File: src/rtl/pixel_write_fifo_pkg.sv
`default_nettype none
// ============================================================================
//  Module      : pixel_write_fifo_pkg
//  Description : Shared definitions for the rasterizer write path. Holds the
//                default address and colour widths, the default FIFO depth,
//                the frame geometry constant shared with the line rasterizer,
//                and the packed {adr, color} FIFO entry type.
//  Ports       : none (package)
//  Revision    : 1.0  initial release
// ============================================================================
package pixel_write_fifo_pkg;

    // Default widths; they match the rasterizer's oAdr and colour register
    localparam int C_ADDR_W  = 16;
    localparam int C_COLOR_W = 8;
    localparam int C_DEPTH   = 16;

    // Frame is PIXELS_PER_LINE pixels wide; the rasterizer forms
    // adr = y * PIXELS_PER_LINE + x
    localparam int PIXELS_PER_LINE = 256;

    // One queued pixel write at the default widths
    typedef struct packed {
        logic [C_ADDR_W-1:0]  adr;
        logic [C_COLOR_W-1:0] color;
    } pixel_entry_t;

    // Pack an address/colour pair into a FIFO entry
    function automatic pixel_entry_t make_pixel(
        input logic [C_ADDR_W-1:0]  adr,
        input logic [C_COLOR_W-1:0] color
    );
        pixel_entry_t e;
        e.adr   = adr;
        e.color = color;
        return e;
    endfunction

endpackage
`default_nettype wire

File: src/rtl/pixel_fifo_ram.sv
`default_nettype none
// ============================================================================
//  Module      : pixel_fifo_ram
//  Description : DEPTH x WIDTH storage array for the pixel write FIFO.
//                Synchronous write port, asynchronous (combinational) read
//                port so the head entry is available in the same cycle it is
//                popped.
//  Ports       : clk        - clock, write on rising edge
//                i_wr_en    - write enable
//                i_wr_ptr   - write slot
//                i_wr_data  - entry to store
//                i_rd_ptr   - read slot
//                o_rd_data  - entry at i_rd_ptr (combinational)
//  Revision    : 1.0  initial release
// ============================================================================
module pixel_fifo_ram #(
    parameter int DEPTH = 16,
    parameter int WIDTH = 24
) (
    input  logic                     clk,
    input  logic                     i_wr_en,
    input  logic [$clog2(DEPTH)-1:0] i_wr_ptr,
    input  logic [WIDTH-1:0]         i_wr_data,
    input  logic [$clog2(DEPTH)-1:0] i_rd_ptr,
    output logic [WIDTH-1:0]         o_rd_data
);

    // Storage needs no reset: the control logic never reads a slot that
    // has not been written since the last reset.
    logic [WIDTH-1:0] r_mem [DEPTH];

    always_ff @(posedge clk) begin
        if (i_wr_en) begin
            r_mem[i_wr_ptr] <= i_wr_data;
        end
    end

    assign o_rd_data = r_mem[i_rd_ptr];

endmodule
`default_nettype wire

File: src/rtl/pixel_write_fifo.sv
`default_nettype none
// ============================================================================
//  Module      : pixel_write_fifo
//  Description : Buffers the rasterizer's one-cycle pixel write strobes and
//                drains them into the single-port frame memory in cycles the
//                scan-out does not own it. The rasterizer cannot be stalled,
//                so a strobe arriving while full is dropped and flagged in a
//                sticky overflow bit.
//  Ports       : iClk, iRst_n       - clock, async active-low reset
//                iWrEn/iAdr/iColor  - pixel strobe from the rasterizer
//                iOvfClr            - clears oOverflow
//                iMemBusy           - scan-out owns frame memory this cycle
//                oMemAdr/oMemData/oMemWe - frame memory write port
//                oLevel/oFull       - occupancy status
//                oOverflow          - sticky dropped-pixel flag
//                oIdle              - nothing queued and no write in flight
//  Revision    : 1.0  initial release
// ============================================================================
module pixel_write_fifo
    import pixel_write_fifo_pkg::*;
#(
    parameter int ADDR_W  = C_ADDR_W,
    parameter int COLOR_W = C_COLOR_W,
    parameter int DEPTH   = C_DEPTH
) (
    input  logic                     iClk,
    input  logic                     iRst_n,
    input  logic                     iWrEn,
    input  logic [ADDR_W-1:0]        iAdr,
    input  logic [COLOR_W-1:0]       iColor,
    input  logic                     iOvfClr,
    input  logic                     iMemBusy,
    output logic [ADDR_W-1:0]        oMemAdr,
    output logic [COLOR_W-1:0]       oMemData,
    output logic                     oMemWe,
    output logic [$clog2(DEPTH):0]   oLevel,
    output logic                     oFull,
    output logic                     oOverflow,
    output logic                     oIdle
);

    localparam int PTR_W   = $clog2(DEPTH);
    localparam int LVL_W   = PTR_W + 1;
    localparam int ENTRY_W = ADDR_W + COLOR_W;

    localparam logic [LVL_W-1:0] C_LVL_FULL = LVL_W'(DEPTH);
    localparam logic [LVL_W-1:0] C_LVL_ONE  = LVL_W'(1);
    localparam logic [PTR_W-1:0] C_PTR_ONE  = PTR_W'(1);

    // ------------------------------------------------------------------
    // State
    // ------------------------------------------------------------------
    logic [PTR_W-1:0]   r_wr_ptr;
    logic [PTR_W-1:0]   r_rd_ptr;
    logic [LVL_W-1:0]   r_level;
    logic               r_overflow;
    logic [ADDR_W-1:0]  r_mem_adr;
    logic [COLOR_W-1:0] r_mem_data;
    logic               r_mem_we;

    // ------------------------------------------------------------------
    // Handshake decisions, all based on the pre-edge level
    // ------------------------------------------------------------------
    logic               w_empty;
    logic               w_full;
    logic               w_pop;
    logic               w_push;
    logic               w_ovf_set;
    logic [LVL_W-1:0]   w_level_nxt;
    logic [ENTRY_W-1:0] w_wr_entry;
    logic [ENTRY_W-1:0] w_head_entry;

    assign w_empty = (r_level == '0);
    assign w_full  = (r_level == C_LVL_FULL);

    // Drain whenever something is queued and scan-out leaves memory free
    assign w_pop   = !w_empty && !iMemBusy;

    // A pop at the same edge frees the slot, so a full FIFO still accepts
    // the strobe; the write lands in the slot the head is leaving, which is
    // safe because the head is read combinationally before the edge.
    assign w_push    = iWrEn && (!w_full || w_pop);
    assign w_ovf_set = iWrEn && w_full && !w_pop;

    always_comb begin
        w_level_nxt = r_level;
        if (w_push && !w_pop) begin
            w_level_nxt = r_level + C_LVL_ONE;
        end else if (!w_push && w_pop) begin
            w_level_nxt = r_level - C_LVL_ONE;
        end
    end

    // ------------------------------------------------------------------
    // Storage
    // ------------------------------------------------------------------
    assign w_wr_entry = {iAdr, iColor};

    pixel_fifo_ram #(
        .DEPTH (DEPTH),
        .WIDTH (ENTRY_W)
    ) u_ram (
        .clk       (iClk),
        .i_wr_en   (w_push),
        .i_wr_ptr  (r_wr_ptr),
        .i_wr_data (w_wr_entry),
        .i_rd_ptr  (r_rd_ptr),
        .o_rd_data (w_head_entry)
    );

    // ------------------------------------------------------------------
    // Pointers and level. Pointers are PTR_W bits wide and DEPTH is a
    // power of two, so they wrap modulo DEPTH on their own.
    // ------------------------------------------------------------------
    always_ff @(posedge iClk or negedge iRst_n) begin
        if (!iRst_n) begin
            r_wr_ptr <= '0;
            r_rd_ptr <= '0;
            r_level  <= '0;
        end else begin
            if (w_push) begin
                r_wr_ptr <= r_wr_ptr + C_PTR_ONE;
            end
            if (w_pop) begin
                r_rd_ptr <= r_rd_ptr + C_PTR_ONE;
            end
            r_level <= w_level_nxt;
        end
    end

    // ------------------------------------------------------------------
    // Sticky overflow; a new drop in the same cycle as a clear wins
    // ------------------------------------------------------------------
    always_ff @(posedge iClk or negedge iRst_n) begin
        if (!iRst_n) begin
            r_overflow <= 1'b0;
        end else if (w_ovf_set) begin
            r_overflow <= 1'b1;
        end else if (iOvfClr) begin
            r_overflow <= 1'b0;
        end
    end

    // ------------------------------------------------------------------
    // Frame memory write port. Address/data hold their last value when no
    // write issues; only the enable is pulsed.
    // ------------------------------------------------------------------
    always_ff @(posedge iClk or negedge iRst_n) begin
        if (!iRst_n) begin
            r_mem_adr  <= '0;
            r_mem_data <= '0;
            r_mem_we   <= 1'b0;
        end else begin
            r_mem_we <= w_pop;
            if (w_pop) begin
                r_mem_adr  <= w_head_entry[ENTRY_W-1:COLOR_W];
                r_mem_data <= w_head_entry[COLOR_W-1:0];
            end
        end
    end

    // ------------------------------------------------------------------
    // Outputs
    // ------------------------------------------------------------------
    assign oMemAdr   = r_mem_adr;
    assign oMemData  = r_mem_data;
    assign oMemWe    = r_mem_we;
    assign oLevel    = r_level;
    assign oFull     = w_full;
    assign oOverflow = r_overflow;

    // A pixel still sitting on the write port has not landed yet
    assign oIdle     = w_empty && !r_mem_we;

endmodule
`default_nettype wire

File: config.mk
export PLATFORM = sky130hd
export DESIGN_NAME = pixel_write_fifo
export DESIGN_NICKNAME = d
export VERILOG_FILES = /design/src/rtl/pixel_write_fifo_pkg.sv /design/src/rtl/pixel_fifo_ram.sv /design/src/rtl/pixel_write_fifo.sv
export SDC_FILE = /design/constraint.sdc
export NUM_CORES = 1
export LEC_CHECK = 0
export CAP_MARGIN = 20
export CORE_MARGIN = 2
export CORE_UTILIZATION = 45
export DETAILED_ROUTE_END_ITERATION = 16
export PLACE_DENSITY = 0.72
export SLEW_MARGIN = 20
export SYNTH_ARGS = -nofsm -noshare
export SYNTH_HDL_FRONTEND = slang
export SYNTH_SLANG_ARGS = --single-unit
File: constraint.sdc
create_clock -name iClk -period 5.78 [get_ports iClk]
set_input_delay 1.156 -clock iClk [delete_from_list [all_inputs] [get_ports iClk]]
set_output_delay 1.156 -clock iClk [all_outputs]
set_load 0.02 [all_outputs]
==> flow_summary_export.csv <==
group,metric,value,unit
worst_setup_path,crit_type,"reg -> out",
worst_setup_path,cp_slowest_cell,"clkdlybuf4s50_1",
pwr,power.total,9.17,mW
worst_setup_path,cp.required,4.62,ns
clock_network,root_buffer,"clkbuf_16",
job,drv_cap,0,
logic_synthesis,synth_area,16100,um2
layout,syn_to_final_growth,15.4,%
placed_design,io_buffers,61,
placed_design,globalplace.congestion,0.768,
route,totalWireLength,32500,um
clock_network,cts_setup_buffers,0,
floorplan,die_width,193,um
logic_synthesis,seq_area_frac_synth,77.5,%
timing,hold_viol_final,0,
placed_design,hpwl,18800,um
clock_network,cts_tree,"built",
pwr,pwr_density_cell,492,nW/um2
clock_network,cts_hold_buf,0,
timing,worst_slew_pin_slew,1.01,ns
clock_network,cts.sinks,423,
layout,fillers,2716,
layout,fin_nets,860,
pwr,leakage,5.97,nW
worst_setup_path,max_stage_delay,0.63,ns
logic_synthesis,yosysUniqueCellTypes,35,
floorplan,rows,69,
logic_synthesis,ys_warn_count,0,
floorplan,io_pins,62,
worst_hold_path,hp-class,"reg -> reg",
run_status,outcome,"finished, final reports clean",
timing,rsz0062_at_grt,"no",
floorplan,die_h,193,um
logic_synthesis,ys_ff_latch,423,
layout,final_core_util,52.5,%
floorplan,start_util,45.5,%
grt,grt_first_pass_wirelength,49600,um
layout,seqCellArea,12500,um2
grt,grt_max_degree,64,
route,drc,0,
route,routedWlPerCell,24.7,um
grt,antenna_found_initial,0,
timing,clock_skew,0.00878,ns
clock_network,cts_buffers,42,
worst_setup_path,crit_chain,"or4_4, nor2_1, clkdlybuf4s50_1",
logic_synthesis,ys_async_sr_fraction,9.22,%
floorplan,coreArea,35500,um2
worst_setup_path,reg2reg_from,"oLevel[0]",
clock_network,clk_pin_slew,0.06,ns
route,ant_nets,0,
worst_setup_path,startpoint_type,"flip-flop",
layout,drive_gt1_share,25.4,%
route,drt_iter0_drc,684,
logic_synthesis,synth_edf_count,384,
timing,setup_viol_count_final,0,
route,vias,7665,
timing,fmax,287,MHz
timing,max-slew-margin-rel,32.9,%
floorplan,dieArea,37400,um2
timing,finalMaxSlewViolations,0,
grt,grt_overflow,0,
timing,period_needed,3.48,ns
placed_design,placed_area,17300,um2
timing,tns,0,ns
clock_network,clk_latency,0.53,ns
timing,fin_ws,2.30,ns
route,dr.pass1.iters,5,
clock_network,htree_num_levels,2,
layout,postLayoutCellArea,18600,um2
worst_hold_path,min_from,"oOverflow",
logic_synthesis,synth_fp_nets,774,
grt,grt_pass1_vias,7820,
logic_synthesis,avgSynthCellArea,22.0,um2
grt,grt.total_usage,17.6,%
worst_setup_path,arrival,2.32,ns
clock_network,clk_path_buf_depth,3,
worst_setup_path,cp_max_fo,5,
clock_network,ctsResizeCount,0,
worst_setup_path,cp-startpoint,"oLevel[0]",
timing,period_share,60.2,%
route,routed_via_density,5.83,
logic_synthesis,synth_flop_cell,"edfxtp_1",
placed_design,post-place-ws,1.87,ns
logic_synthesis,syn_inst,735,
layout,multi_input_area,3400,um2
worst_setup_path,end_kind,"primary output",
pwr,vdd_drop_max,0.410,mV
-- worst max-delay path, delay by kind of cell (launching register included) --
| kind | cells | cell delay [ns] |
|---|---|---|
| flip-flops | 1 | 0.45 |
| buffers and inverters | 1 | 0.63 |
| AND/OR/NAND/NOR | 2 | 0.73 |
-- layout by cell type (no fill, tap or decap), types with 8 or more instances in the layout --
cell               n
edfxtp_1         384
mux4_2            96
clkdlybuf4s50_1   60
o22ai_1           48
clkbuf_16         43
dfrtp_1           37
a21oi_1           26
mux2_2            25
buf_4             21
and2_1            12
inv_1             11
ha_1               9
clkbuf_1           9
xnor2_1            8
-- metrics by stage --
stage	hold WS (ns)	std cells
CTS	0.506	1314
detailed placement	0.493	1238
finish	0.497	1315
global route	0.523	1314
global placement	0.490	1238
floorplan	0.493	735
-- state kept, by name (all words and copies together) (netlist names) --
name,cells
r_wr_ptr,4
oMemAdr,16
oLevel,5
r_rd_ptr,4
u_ram.r_mem,384
oMemWe,1
oOverflow,1
oMemData,8
-- power by group --
group / leakage, nW / total [mW] / switching [mW] / internal, mW
logic: 1.43 / 2.46 / 1.22 / 1.25
registers: 3.91 / 4.14 / 0.371 / 3.77
clock network: 0.638 / 2.57 / 1.08 / 1.49
-- kinds of logic (layout without fill, tap and decap cells) --
kind of cell,Yosys count,count (layout),synth area share (%)
xor+xnor,10,10,0.542
fa+ha+maj,10,10,0.821
mux,123,123,15.3
other cells,0,1,0
buf+inv,52,170,1.60
flops,423,423,77.5
compound gates,83,83,3.09
simple gates,34,34,1.22
-- synth_stat cells (all sizes together), types with 2 or more instances --
library cell	number	area, um2
edfxtp	384	11500
mux4	96	2160
o22ai	48	300
dfrtp	39	976
a21oi	26	130
mux2	26	293
buf	22	146
clkbuf	19	71.3
and2	12	75.1
inv	11	41.3
ha	9	113
xnor2	8	70.1
nor2	7	26.3
nand2	5	18.8
o21ai	3	15.0
a21o	2	15.0
nand4	2	12.5
xor2	2	17.5
-- worst paths after layout --
| kind | to | slack, ns | cells past startpoint |
|---|---|---|---|
| worst max-delay path | oFull | 2.30 | 3 |
| worst min-delay path | oOverflow | 0.50 | 1 |
| worst max register to register | oLevel[4] | 2.78 | 9 |
| worst min register to register | oOverflow | 0.50 | 1 |
| max in group asynchronous | r_rd_ptr[2] | 4.58 | 2 |
| min in group asynchronous | oLevel[1] | 0.73 | 2 |
-- routing by layer --
layer,track usage [%],up-vias,part of all wire [%]
met2,29.0,284,50
li1,-,3236,-
met4,4.44,0,2.0
met3,2.81,54,6.2
met1,24.7,4091,42
met5,0,-,0
-- layout make-up --
type | instances | area share (%)
antenna | 1 | 0.0134
clock buffer | 58 | 6.40
clock inverter | 18 | 0.678
inverter | 11 | 0.222
multi-input combinational | 260 | 18.2
sequential | 423 | 67.2
tap | 461 | 3.10
timing repair buffer | 83 | 4.20
Note: power is estimated with default switching activity, not from simulation.
